## src/rtl/parking_pkg.sv

```systemverilog
// Shared types for the parking gate pipeline: beam FSM state encoding and the
// reduced timing constants used when simulating the gate detector.
package parking_pkg;

  typedef enum logic [3:0] {
    IDLE,
    ENT_O,
    ENT_OI,
    ENT_I,
    EXT_I,
    EXT_IO,
    EXT_O,
    WAIT_CLR,
    FAULT
  } beam_state_t;

  localparam int unsigned MY_DEBOUNCE_CYCLES = 4;
  localparam int unsigned MY_TIMEOUT_CYCLES  = 64;

endpackage

```

## src/rtl/beam_filter.sv

```systemverilog
// 2-FF synchronizer plus debounce for one IR beam; a stable raw level reaches
// filtered DEBOUNCE_CYCLES+2 edges after it is first sampled.
module beam_filter
  import parking_pkg::*;
#(
  parameter int unsigned DEBOUNCE_CYCLES = 16
) (
  input  logic clk,
  input  logic reset,
  input  logic raw,
  output logic filtered
);

  localparam int unsigned       CNT_W   = $clog2(DEBOUNCE_CYCLES + 1);
  localparam logic [CNT_W-1:0]  CNT_MAX = CNT_W'(DEBOUNCE_CYCLES);

  logic             meta;
  logic             synced;
  logic [CNT_W-1:0] cnt;

  always_ff @(posedge clk) begin
    if (reset) begin
      meta     <= 1'b0;
      synced   <= 1'b0;
      cnt      <= '0;
      filtered <= 1'b0;
    end else begin
      meta   <= raw;
      synced <= meta;
      // Any return to the filtered level restarts the stability count.
      if (synced == filtered) begin
        cnt <= '0;
      end else if (cnt == CNT_MAX) begin
        filtered <= synced;
        cnt      <= '0;
      end else begin
        cnt <= cnt + 1'b1;
      end
    end
  end

endmodule

```

## src/rtl/beam_direction_detector.sv

```systemverilog
// Two-beam lane gate: debounced beam sequence -> one entry/exit pulse per passage.
// Optional BEAM_DIR_COUNTERS_EN adds saturating entry/exit totals with clr_totals.
module beam_direction_detector
  import parking_pkg::*;
#(
  parameter int unsigned DEBOUNCE_CYCLES = 16,
  parameter int unsigned TIMEOUT_CYCLES  = 1000000,
  parameter int unsigned TMO_W           = 20
) (
  input  logic       clk,
  input  logic       reset,
  input  logic       beam_outer_raw,
  input  logic       beam_inner_raw,
`ifdef BEAM_DIR_COUNTERS_EN
  input  logic       clr_totals,
  output logic [7:0] entry_total,
  output logic [7:0] exit_total,
`endif
  output logic       entry_pulse,
  output logic       exit_pulse,
  output logic       busy,
  output logic       fault
);

  localparam logic [TMO_W-1:0] TMO_MAX = TMO_W'(TIMEOUT_CYCLES);

  logic             outer_filt;
  logic             inner_filt;
  logic [1:0]       beams;
  beam_state_t      state;
  beam_state_t      state_nxt;
  logic             entry_nxt;
  logic             exit_nxt;
  logic [TMO_W-1:0] tmo_cnt;

  beam_filter #(.DEBOUNCE_CYCLES(DEBOUNCE_CYCLES)) u_outer_filter (
    .clk      (clk),
    .reset    (reset),
    .raw      (beam_outer_raw),
    .filtered (outer_filt)
  );

  beam_filter #(.DEBOUNCE_CYCLES(DEBOUNCE_CYCLES)) u_inner_filter (
    .clk      (clk),
    .reset    (reset),
    .raw      (beam_inner_raw),
    .filtered (inner_filt)
  );

  assign beams = {outer_filt, inner_filt};

  always_comb begin
    state_nxt = state;
    entry_nxt = 1'b0;
    exit_nxt  = 1'b0;
    unique case (state)
      IDLE: begin
        case (beams)
          2'b10:   state_nxt = ENT_O;
          2'b01:   state_nxt = EXT_I;
          2'b11:   state_nxt = WAIT_CLR;
          default: state_nxt = IDLE;
        endcase
      end
      ENT_O: begin
        case (beams)
          2'b11:   state_nxt = ENT_OI;
          2'b00:   state_nxt = IDLE;
          2'b01:   state_nxt = WAIT_CLR;
          default: state_nxt = ENT_O;
        endcase
      end
      ENT_OI: begin
        case (beams)
          2'b01:   state_nxt = ENT_I;
          2'b10:   state_nxt = ENT_O;
          2'b00:   state_nxt = WAIT_CLR;
          default: state_nxt = ENT_OI;
        endcase
      end
      ENT_I: begin
        case (beams)
          2'b00: begin
            state_nxt = IDLE;
            entry_nxt = 1'b1;
          end
          2'b11:   state_nxt = ENT_OI;
          2'b10:   state_nxt = WAIT_CLR;
          default: state_nxt = ENT_I;
        endcase
      end
      EXT_I: begin
        case (beams)
          2'b11:   state_nxt = EXT_IO;
          2'b00:   state_nxt = IDLE;
          2'b10:   state_nxt = WAIT_CLR;
          default: state_nxt = EXT_I;
        endcase
      end
      EXT_IO: begin
        case (beams)
          2'b10:   state_nxt = EXT_O;
          2'b01:   state_nxt = EXT_I;
          2'b00:   state_nxt = WAIT_CLR;
          default: state_nxt = EXT_IO;
        endcase
      end
      EXT_O: begin
        case (beams)
          2'b00: begin
            state_nxt = IDLE;
            exit_nxt  = 1'b1;
          end
          2'b11:   state_nxt = EXT_IO;
          2'b01:   state_nxt = WAIT_CLR;
          default: state_nxt = EXT_O;
        endcase
      end
      WAIT_CLR, FAULT: begin
        if (beams == 2'b00) state_nxt = IDLE;
      end
      default: state_nxt = IDLE;
    endcase

    // A stuck passage is abandoned outright; the timeout wins over any move.
    if (state != IDLE && state != FAULT && tmo_cnt == TMO_MAX) begin
      state_nxt = FAULT;
      entry_nxt = 1'b0;
      exit_nxt  = 1'b0;
    end
  end

  always_ff @(posedge clk) begin
    if (reset) begin
      state       <= IDLE;
      tmo_cnt     <= '0;
      entry_pulse <= 1'b0;
      exit_pulse  <= 1'b0;
      busy        <= 1'b0;
      fault       <= 1'b0;
    end else begin
      state       <= state_nxt;
      entry_pulse <= entry_nxt;
      exit_pulse  <= exit_nxt;
      busy        <= (state_nxt != IDLE);
      fault       <= (state_nxt == FAULT);
      if (state_nxt == IDLE || state_nxt != state) begin
        tmo_cnt <= '0;
      end else if (tmo_cnt != TMO_MAX) begin
        tmo_cnt <= tmo_cnt + 1'b1;
      end
    end
  end

`ifdef BEAM_DIR_COUNTERS_EN
  always_ff @(posedge clk) begin
    if (reset || clr_totals) begin
      entry_total <= '0;
      exit_total  <= '0;
    end else begin
      if (entry_pulse && entry_total != 8'hFF) entry_total <= entry_total + 1'b1;
      if (exit_pulse && exit_total != 8'hFF)   exit_total  <= exit_total + 1'b1;
    end
  end
`endif

endmodule
```

## config.mk

```make
export PLATFORM = sky130hd
export DESIGN_NAME = beam_direction_detector
export DESIGN_NICKNAME = d
export VERILOG_FILES = /design/src/rtl/parking_pkg.sv /design/src/rtl/beam_filter.sv /design/src/rtl/beam_direction_detector.sv
export SDC_FILE = /design/constraint.sdc
export NUM_CORES = 1
export LEC_CHECK = 0
export ABC_CLOCK_PERIOD_IN_PS = 3200
export BUFFER_PORTS_ARGS = -buffer_cell sky130_fd_sc_hd__buf_2
export CORE_MARGIN = 4
export CORE_UTILIZATION = 40
export CTS_BUF_LIST = sky130_fd_sc_hd__clkbuf_4 sky130_fd_sc_hd__clkbuf_8
export DETAILED_ROUTE_END_ITERATION = 6
export HOLD_SLACK_MARGIN = 0.1
export SYNTH_ARGS = -nofsm -noshare
export SYNTH_HDL_FRONTEND = slang
export SYNTH_SLANG_ARGS = --single-unit
```

## constraint.sdc

```tcl
create_clock -name clk -period 3.2 [get_ports clk]
set_input_delay 0.16 -clock clk [delete_from_list [all_inputs] [get_ports clk]]
set_output_delay 0.16 -clock clk [all_outputs]
set_load 0.02 [all_outputs]
```

==> results.md, run 1 <==
* RR Startpoint: u_outer_filter.filtered
* CTS clk-pin slew, worst paths at 0.08 ns
* Count of pins over their slew limit at 0
* Syn-to-layout area delta at 9.60%
* PwrDens at 378 nW/um2
* Post-synth top area cell: dfxtp_1
* Post-CTS sizing at 0
* Hold_ws at 0.183 ns
* Pin count of the biggest net entering global routing at 22
* Synth Warn # at 0
* Max-cap violation count at 0
* Die ar. at 7650 um2
* Max_slew headroom at 57.7%
* Peak Freq at 344 MHz
* Routed via count at 1886
* RR Endpoint: tmo_cnt[7]
* Syn_nets at 282
* Htree depth at 2
* Max IR drop VDD at 254 uV
* Main flop type after synthesis: dfxtp_1
* Status: completed
* Hold Path Sink: u_outer_filter.filtered
* HP Start: reset
* Syn avg cell area at 9.57 um2
* Critical path endpoint category: register
* Library cells used by synthesis at 53
* Chip width at 87.5 um
* CTS tree: done
* GRT Total Usage at 13.8%
* Core ar. at 6030 um2
* Vias in the first global route at 1800
* Initial antenna violation count at 0
* Slowest stage delay, CP at 0.52 ns
* Fraction of layout cells with a size suffix above 1 at 18.7%
* Final hold vios at 0
* Worst Tran Pin Value at 0.632 ns
* Die H at 87.5 um
* First-pass GRT wire length at 8380 um
* Crit path max-delay cell type: mux4_1
* # setup viols final at 0
* Number of flops mapped to enable cells by yosys at 0
* Seq cells post-synth at 44
* WL per Instance at 13.8 um
* Crit-path cells: inv_1, ha_1, mux4_1, o22ai_1, a221o_1, a211oi_4, buf_4, nor4_2
* Clock skew at 0.00837 ns
* FFs w/ async S/R, synth at 0%
* GPL Wtd Cong at 0.803
* Reg-to-reg slack, setup at 0.30 ns
* Post-synthesis sequential area ratio at 34.9%
* Hold depth at 2
* Starting Density at 41.9%
* FP Rows at 28
* Top post-synthesis cells by area: dfxtp_1 35%, nor4_2 9.9%, ha_1 6.9%, xor2_1 5.2%, nor2_1 4.3%
* Ports at 8
* Latest clock arrival within the worst-skew pair at 0.30 ns
* Antenna Nets Post-Route at 0
* Total Power at 0.00105 W
* Gate Count Post-Synth at 264
* Path depth of the worst reg2reg path at 8
* Worst setup margin at 0.296 ns
* WP data arrival at 3.12 ns
* Antenna cells at 0
* CTS Root Cell: clkbuf_8
* Final Core Density at 46.0%
* Drt first-iter violations at 179
* Post-route DRC at 0
* Total negative slack at 0 ns
* Post-synth top area share at 34.9%
* DRT Pass-1 Iters at 4
* Number of CTS-inserted buffers at 5
* Post-Route WL at 4800 um
* Unrepaired setup endpoints after global routing: no
* Hold Crit Class: in2reg
* Critical path class: reg2reg
* Worst slack at placement at 0.294 ns
* Worst-path fanout max at 20
* Most common cell after layout, fill and taps aside: dfxtp_1
* Worst path required time at 3.42 ns
* Startpoint Class: register
* Mapped Area at 2530 um2
* Total grt overflow at 0
* CTS max path bufs at 2
* DP HPWL at 3300 um
* Post-DR vias/cell at 5.42
* Port-buffer cells at 7
* LEAKAGE at 0.900 nW
* Most frequent cells in the layout: 44 x dfxtp_1, 29 x nor2_1, 20 x nor4_2
* Tcrit/Tclk final at 90.8%
* Clock period minus final worst setup slack at 2.90 ns
* Nets at 290
* Clock Sinks at 44
[Yosys cell counts, types with 2 or more instances]
master and n:
dfxtp_1 44, nor2_1 29, nor4_2 20, xor2_1 15, ha_1 14, nand3_1 14, inv_1 13, xnor2_1 11
nand4_1 10, a21oi_1 9, nand2_1 7, nor3_1 7, nor2b_1 6, buf_2 5, clkbuf_1 4, nand2b_1 4
buf_6 3, inv_2 3, mux2i_1 3, nand4b_1 3, nor4b_1 3, and3_1 2, and4_1 2, nor4bb_1 2
o41ai_1 2, or3_1 2
[worst max-delay path by stage]
stage,from,end,slack [ns],depth (start not counted)
finish,u_outer_filter.filtered,tmo_cnt[7],0.30,8
detailed placement,u_outer_filter.filtered,tmo_cnt[11],0.29,8
CTS,u_outer_filter.filtered,tmo_cnt[7],0.27,8
global placement,u_outer_filter.filtered,tmo_cnt[4],0.42,8
global route,u_outer_filter.filtered,tmo_cnt[18],0.09,8
floorplan,u_outer_filter.filtered,tmo_cnt[10],0.69,8
[flip-flops by register name, summed over array words and instances, names as in the netlist]
signal	cells
u_outer_filter.synced	1
fault	1
u_outer_filter.filtered	1
u_inner_filter.filtered	1
exit_pulse	1
u_outer_filter.cnt	5
tmo_cnt	20
u_outer_filter.meta	1
state	4
u_inner_filter.cnt	5
busy	1
entry_pulse	1
u_inner_filter.meta	1
u_inner_filter.synced	1
[per-stage QoR]
stage,cell area [um2],instances
after CTS,2770,348
after global placement,2620,338
after global routing,2770,348
final,2770,348
after floorplan,2530,264
after detailed placement,2620,338
[critical path, delay by kind of cell (launching register included)]
kind                       cells  cell delay [ns]
DFF                            1             0.45
buffers and inverters          2             0.41
muxes                          1             0.52
AOI/OAI and AO/OA              3             0.80
adders and majority gates      1             0.35
and+or+nand+nor                1             0.29
[layout make-up]
cell class	instances	area, um2
timing repair buffer	13	85.1
tap	75	93.8
multi-input combinational	192	1520
clock inverter	1	30.0
inverter	16	60.1
clock buffer	7	96.3
fill	582	3260
sequential	44	881
[logic make-up after synthesis]
family / after synthesis / share of synthesized area [%]
and+or+nand+nor: 122 / 33.2
DFF: 44 / 34.9
buffers and inverters: 28 / 5.30
AOI/OAI and AO/OA: 26 / 8.47
xor gates and xnor gates: 26 / 9.01
adders and majority gates: 14 / 6.93
muxes: 4 / 2.23
[routing by layer]
layer / share of wire, % / track usage (%) / wire length (um) / vias up
met3: 3.0 / 3.31 / 144 / 5
met2: 44 / 20.3 / 2120 / 24
met4: 1.7 / 5.86 / 81 / 0
li1: - / - / - / 961
met1: 51 / 19.1 / 2450 / 896
met5: 0 / 0 / 0 / -
[where the power goes]
part | internal [W] | switching, W | total, W
sequential | 0.000551 | 0.00000236 | 0.000553
combinational | 0.0000105 | 0.0000154 | 0.0000258
clock | 0.000276 | 0.000193 | 0.000469
[timing repair]
| item | in CTS | in global routing |
|---|---|---|
| endpoints found under the hold margin | 2 | 0 |
| buffers inserted | 0 | 0 |
| hold buffers | 2 | 0 |
Note: power is estimated with default switching activity, not from simulation.
==> run 2, diff against run 1 <==
- CORE_MARGIN: 4 -> unset
==> run 2 against run 1 <==
Compared with the run above:
- largest cell class unchanged
- total power shrank 3.0%
- critical path type unchanged
- worst setup slack about the same
- critical endpoint is now tmo_cnt[12]
- combinational power barely moved
==> results.md, run 2 (synthesis gave the netlist of run 1 again) <==
* Post-route DRC at 0 (unchanged)
* Port-buffer cells at 7 (unchanged)
* GRT Total Usage at 16.1% (+2.3 points)
* Postcts setup bufs at 0 (unchanged)
* Routed via count at 1863 (-1.2%)
* LEAKAGE at 0.890 nW (-1.1%)
* Pin count of the biggest net entering global routing at 22 (unchanged)
* Chip width at 81.5 um (-6.9%)
* Net Sw Power at 0.000220 W (+4.4%)
* Fraction of layout cells with a size suffix above 1 at 18.7% (unchanged)
* WP data arrival at 3.11 ns (about the same)
* P_int at 0.000796 W (-4.8%)
* Critical path endpoint category: register
* Worst Tran Pin Value at 0.527 ns (-0.105 ns)
* Max IR drop VDD at 205 uV (-19%)
* FP Rows at 28 (unchanged)
* WL per Instance at 13.7 um (-0.71%)
* Total Power at 0.00102 W (-3.0%)
* Most frequent cells in the layout: 44 x dfxtp_1, 29 x nor2_1, 20 x nor4_2
* Clock Sinks at 44 (unchanged)
* Vias in the first global route at 1773 (-1.5%)
* Gate power share at 2.6% (about the same)
* Crit-path cells: inv_1, ha_1, mux4_1, o22ai_1, a221o_1, a211oi_4, buf_4, nor4_2
* Post-DR vias/cell at 5.35 (-1.2%)
* Total grt overflow at 0 (unchanged)
* Hold Crit Class: in2reg
* Peak Freq at 344 MHz (about the same)
* GPL Wtd Cong at 0.772 (-3.8%)
* Clock share of power at 43.0% (-1.8 points)
* Nets at 290 (unchanged)
* Critical path class: reg2reg
* Worst-path fanout max at 20 (unchanged)
* Most common cell after layout, fill and taps aside: dfxtp_1
* Switching share of power at 21.7% (+1.5 points)
* CTS max path bufs at 2 (unchanged)
* Largest regs: tmo_cnt (20), u_inner_filter.cnt (5), u_outer_filter.cnt (5)
* Final hold vios at 0 (unchanged)
* CTS Root Cell: clkbuf_8
* Drt first-iter violations at 111 (-38%)
* Latest clock arrival within the worst-skew pair at 0.30 ns (about the same)
* Die H at 81.5 um (-6.9%)
* Core ar. at 5990 um2 (-0.58%)
* Worst path required time at 3.41 ns (about the same)
* # setup viols final at 0 (unchanged)
* Antenna Nets Post-Route at 0 (unchanged)
* Slowest stage delay, CP at 0.50 ns (-0.02 ns)
* Startpoint Class: register
* Clock period minus final worst setup slack at 2.90 ns (+0.000293 ns)
* Crit path max-delay cell type: mux4_1
* Htree depth at 2 (unchanged)
* Count of pins over their slew limit at 0 (unchanged)
* DRT Pass-1 Iters at 4 (unchanged)
* Unrepaired setup endpoints after global routing: no
* Largest register FFs at 20 (unchanged)
* Post-Route WL at 4760 um (-0.71%)
* DP Area at 2620 um2 (unchanged)
* Die ar. at 6640 um2 (-13%)
* Syn-to-layout area delta at 9.16%
* CTS tree: done
* Post-CTS sizing at 0 (unchanged)
* Post-layout instance area at 2760 um2 (-0.41%)
* Max-cap violation count at 0 (unchanged)
* Seq pwr share at 54.4% (+1.6 points)
* Ports at 8 (unchanged)
* CTS clk-pin slew, worst paths at 0.09 ns (about the same)
* Tcrit/Tclk final at 90.8% (about the same)
* Antenna cells at 0 (unchanged)
* Total negative slack at 0 ns (unchanged)
* Number of CTS-inserted buffers at 5 (unchanged)
* Clock skew at 0.00533 ns (-0.00305 ns)
* First-pass GRT wire length at 8400 um (+0.25%)
* Starting Density at 42.2% (+0.25 points)
* Reg with most FFs: tmo_cnt
* DP HPWL at 3260 um (-1.3%)
* Max_slew headroom at 64.8% (+7.2 points)
* PwrDens at 369 nW/um2 (-2.6%)
* Initial antenna violation count at 0 (unchanged)
* Status: completed
[run 2: cell types whose count changed in the layout (fill, tap and decap cells not counted), sizes merged]
cell	change
clkbuf	-2
inv	+1
clkinvlp	+1
[run 2: what timing repair did]
item,CTS,global route
hold buffers,2,0
endpoints found under the hold margin,2,0
setup endpoints to repair,0,0
[run 2: worst paths after layout]
path	to	slack [ns]	startpoint	cells past startpoint
min	u_outer_filter.filtered	0.19	reset	2
max reg2reg	tmo_cnt[12]	0.30	u_outer_filter.filtered	8
min reg2reg	u_outer_filter.synced	0.44	u_outer_filter.meta	1
max	tmo_cnt[12]	0.30	u_outer_filter.filtered	8
[run 2: stage by stage]
stage	utilization, %	cells	hold WS [ns]	setup WS (ns)
finish	46.1	348	0.191	0.296
global route	46.1	348	0.197	0.139
CTS	46.1	348	0.179	0.289
detailed placement	43.8	338	0.376	0.309
global placement	43.8	338	0.368	0.409
floorplan	-	264	0.288	0.693
[run 2: area by class of cell]
type                    instances  area (um2)
well taps                      75        93.8
clock inverters                 3        46.3
repair buffers                 13        85.1
fillers                       578        3230
inverters                      16        60.1
clock buffers                   5        68.8
flip-flops and latches         44         881
multi-input cells             192        1520
[run 2: layer usage]
layer | track usage, % | wire (um) | vias up
met4 | 4.29 | 46 | 0
met5 | 0 | 0 | -
met3 | 3.33 | 120 | 5
li1 | - | - | 965
met2 | 24.7 | 2090 | 19
met1 | 22.6 | 2500 | 874
[run 2: critical path, delay by kind of cell, from the launching register on]
family / cells / cell delay (ns)
adders and majority gates: 1 / 0.34
AOI/OAI and AO/OA: 3 / 0.80
and+or+nand+nor: 1 / 0.31
DFF: 1 / 0.46
buffers and inverters: 2 / 0.40
muxes: 1 / 0.50
[run 2: power groups by stage]
stage | logic (W) | clock network (W) | registers [W]
floorplan | 0.0000188 | 0 | 0.000565
global placement | 0.0000239 | 0 | 0.000566
detailed placement | 0.0000242 | 0 | 0.000566
CTS | 0.0000262 | 0.000454 | 0.000553
global route | 0.0000285 | 0.000476 | 0.000554
finish | 0.0000261 | 0.000438 | 0.000553
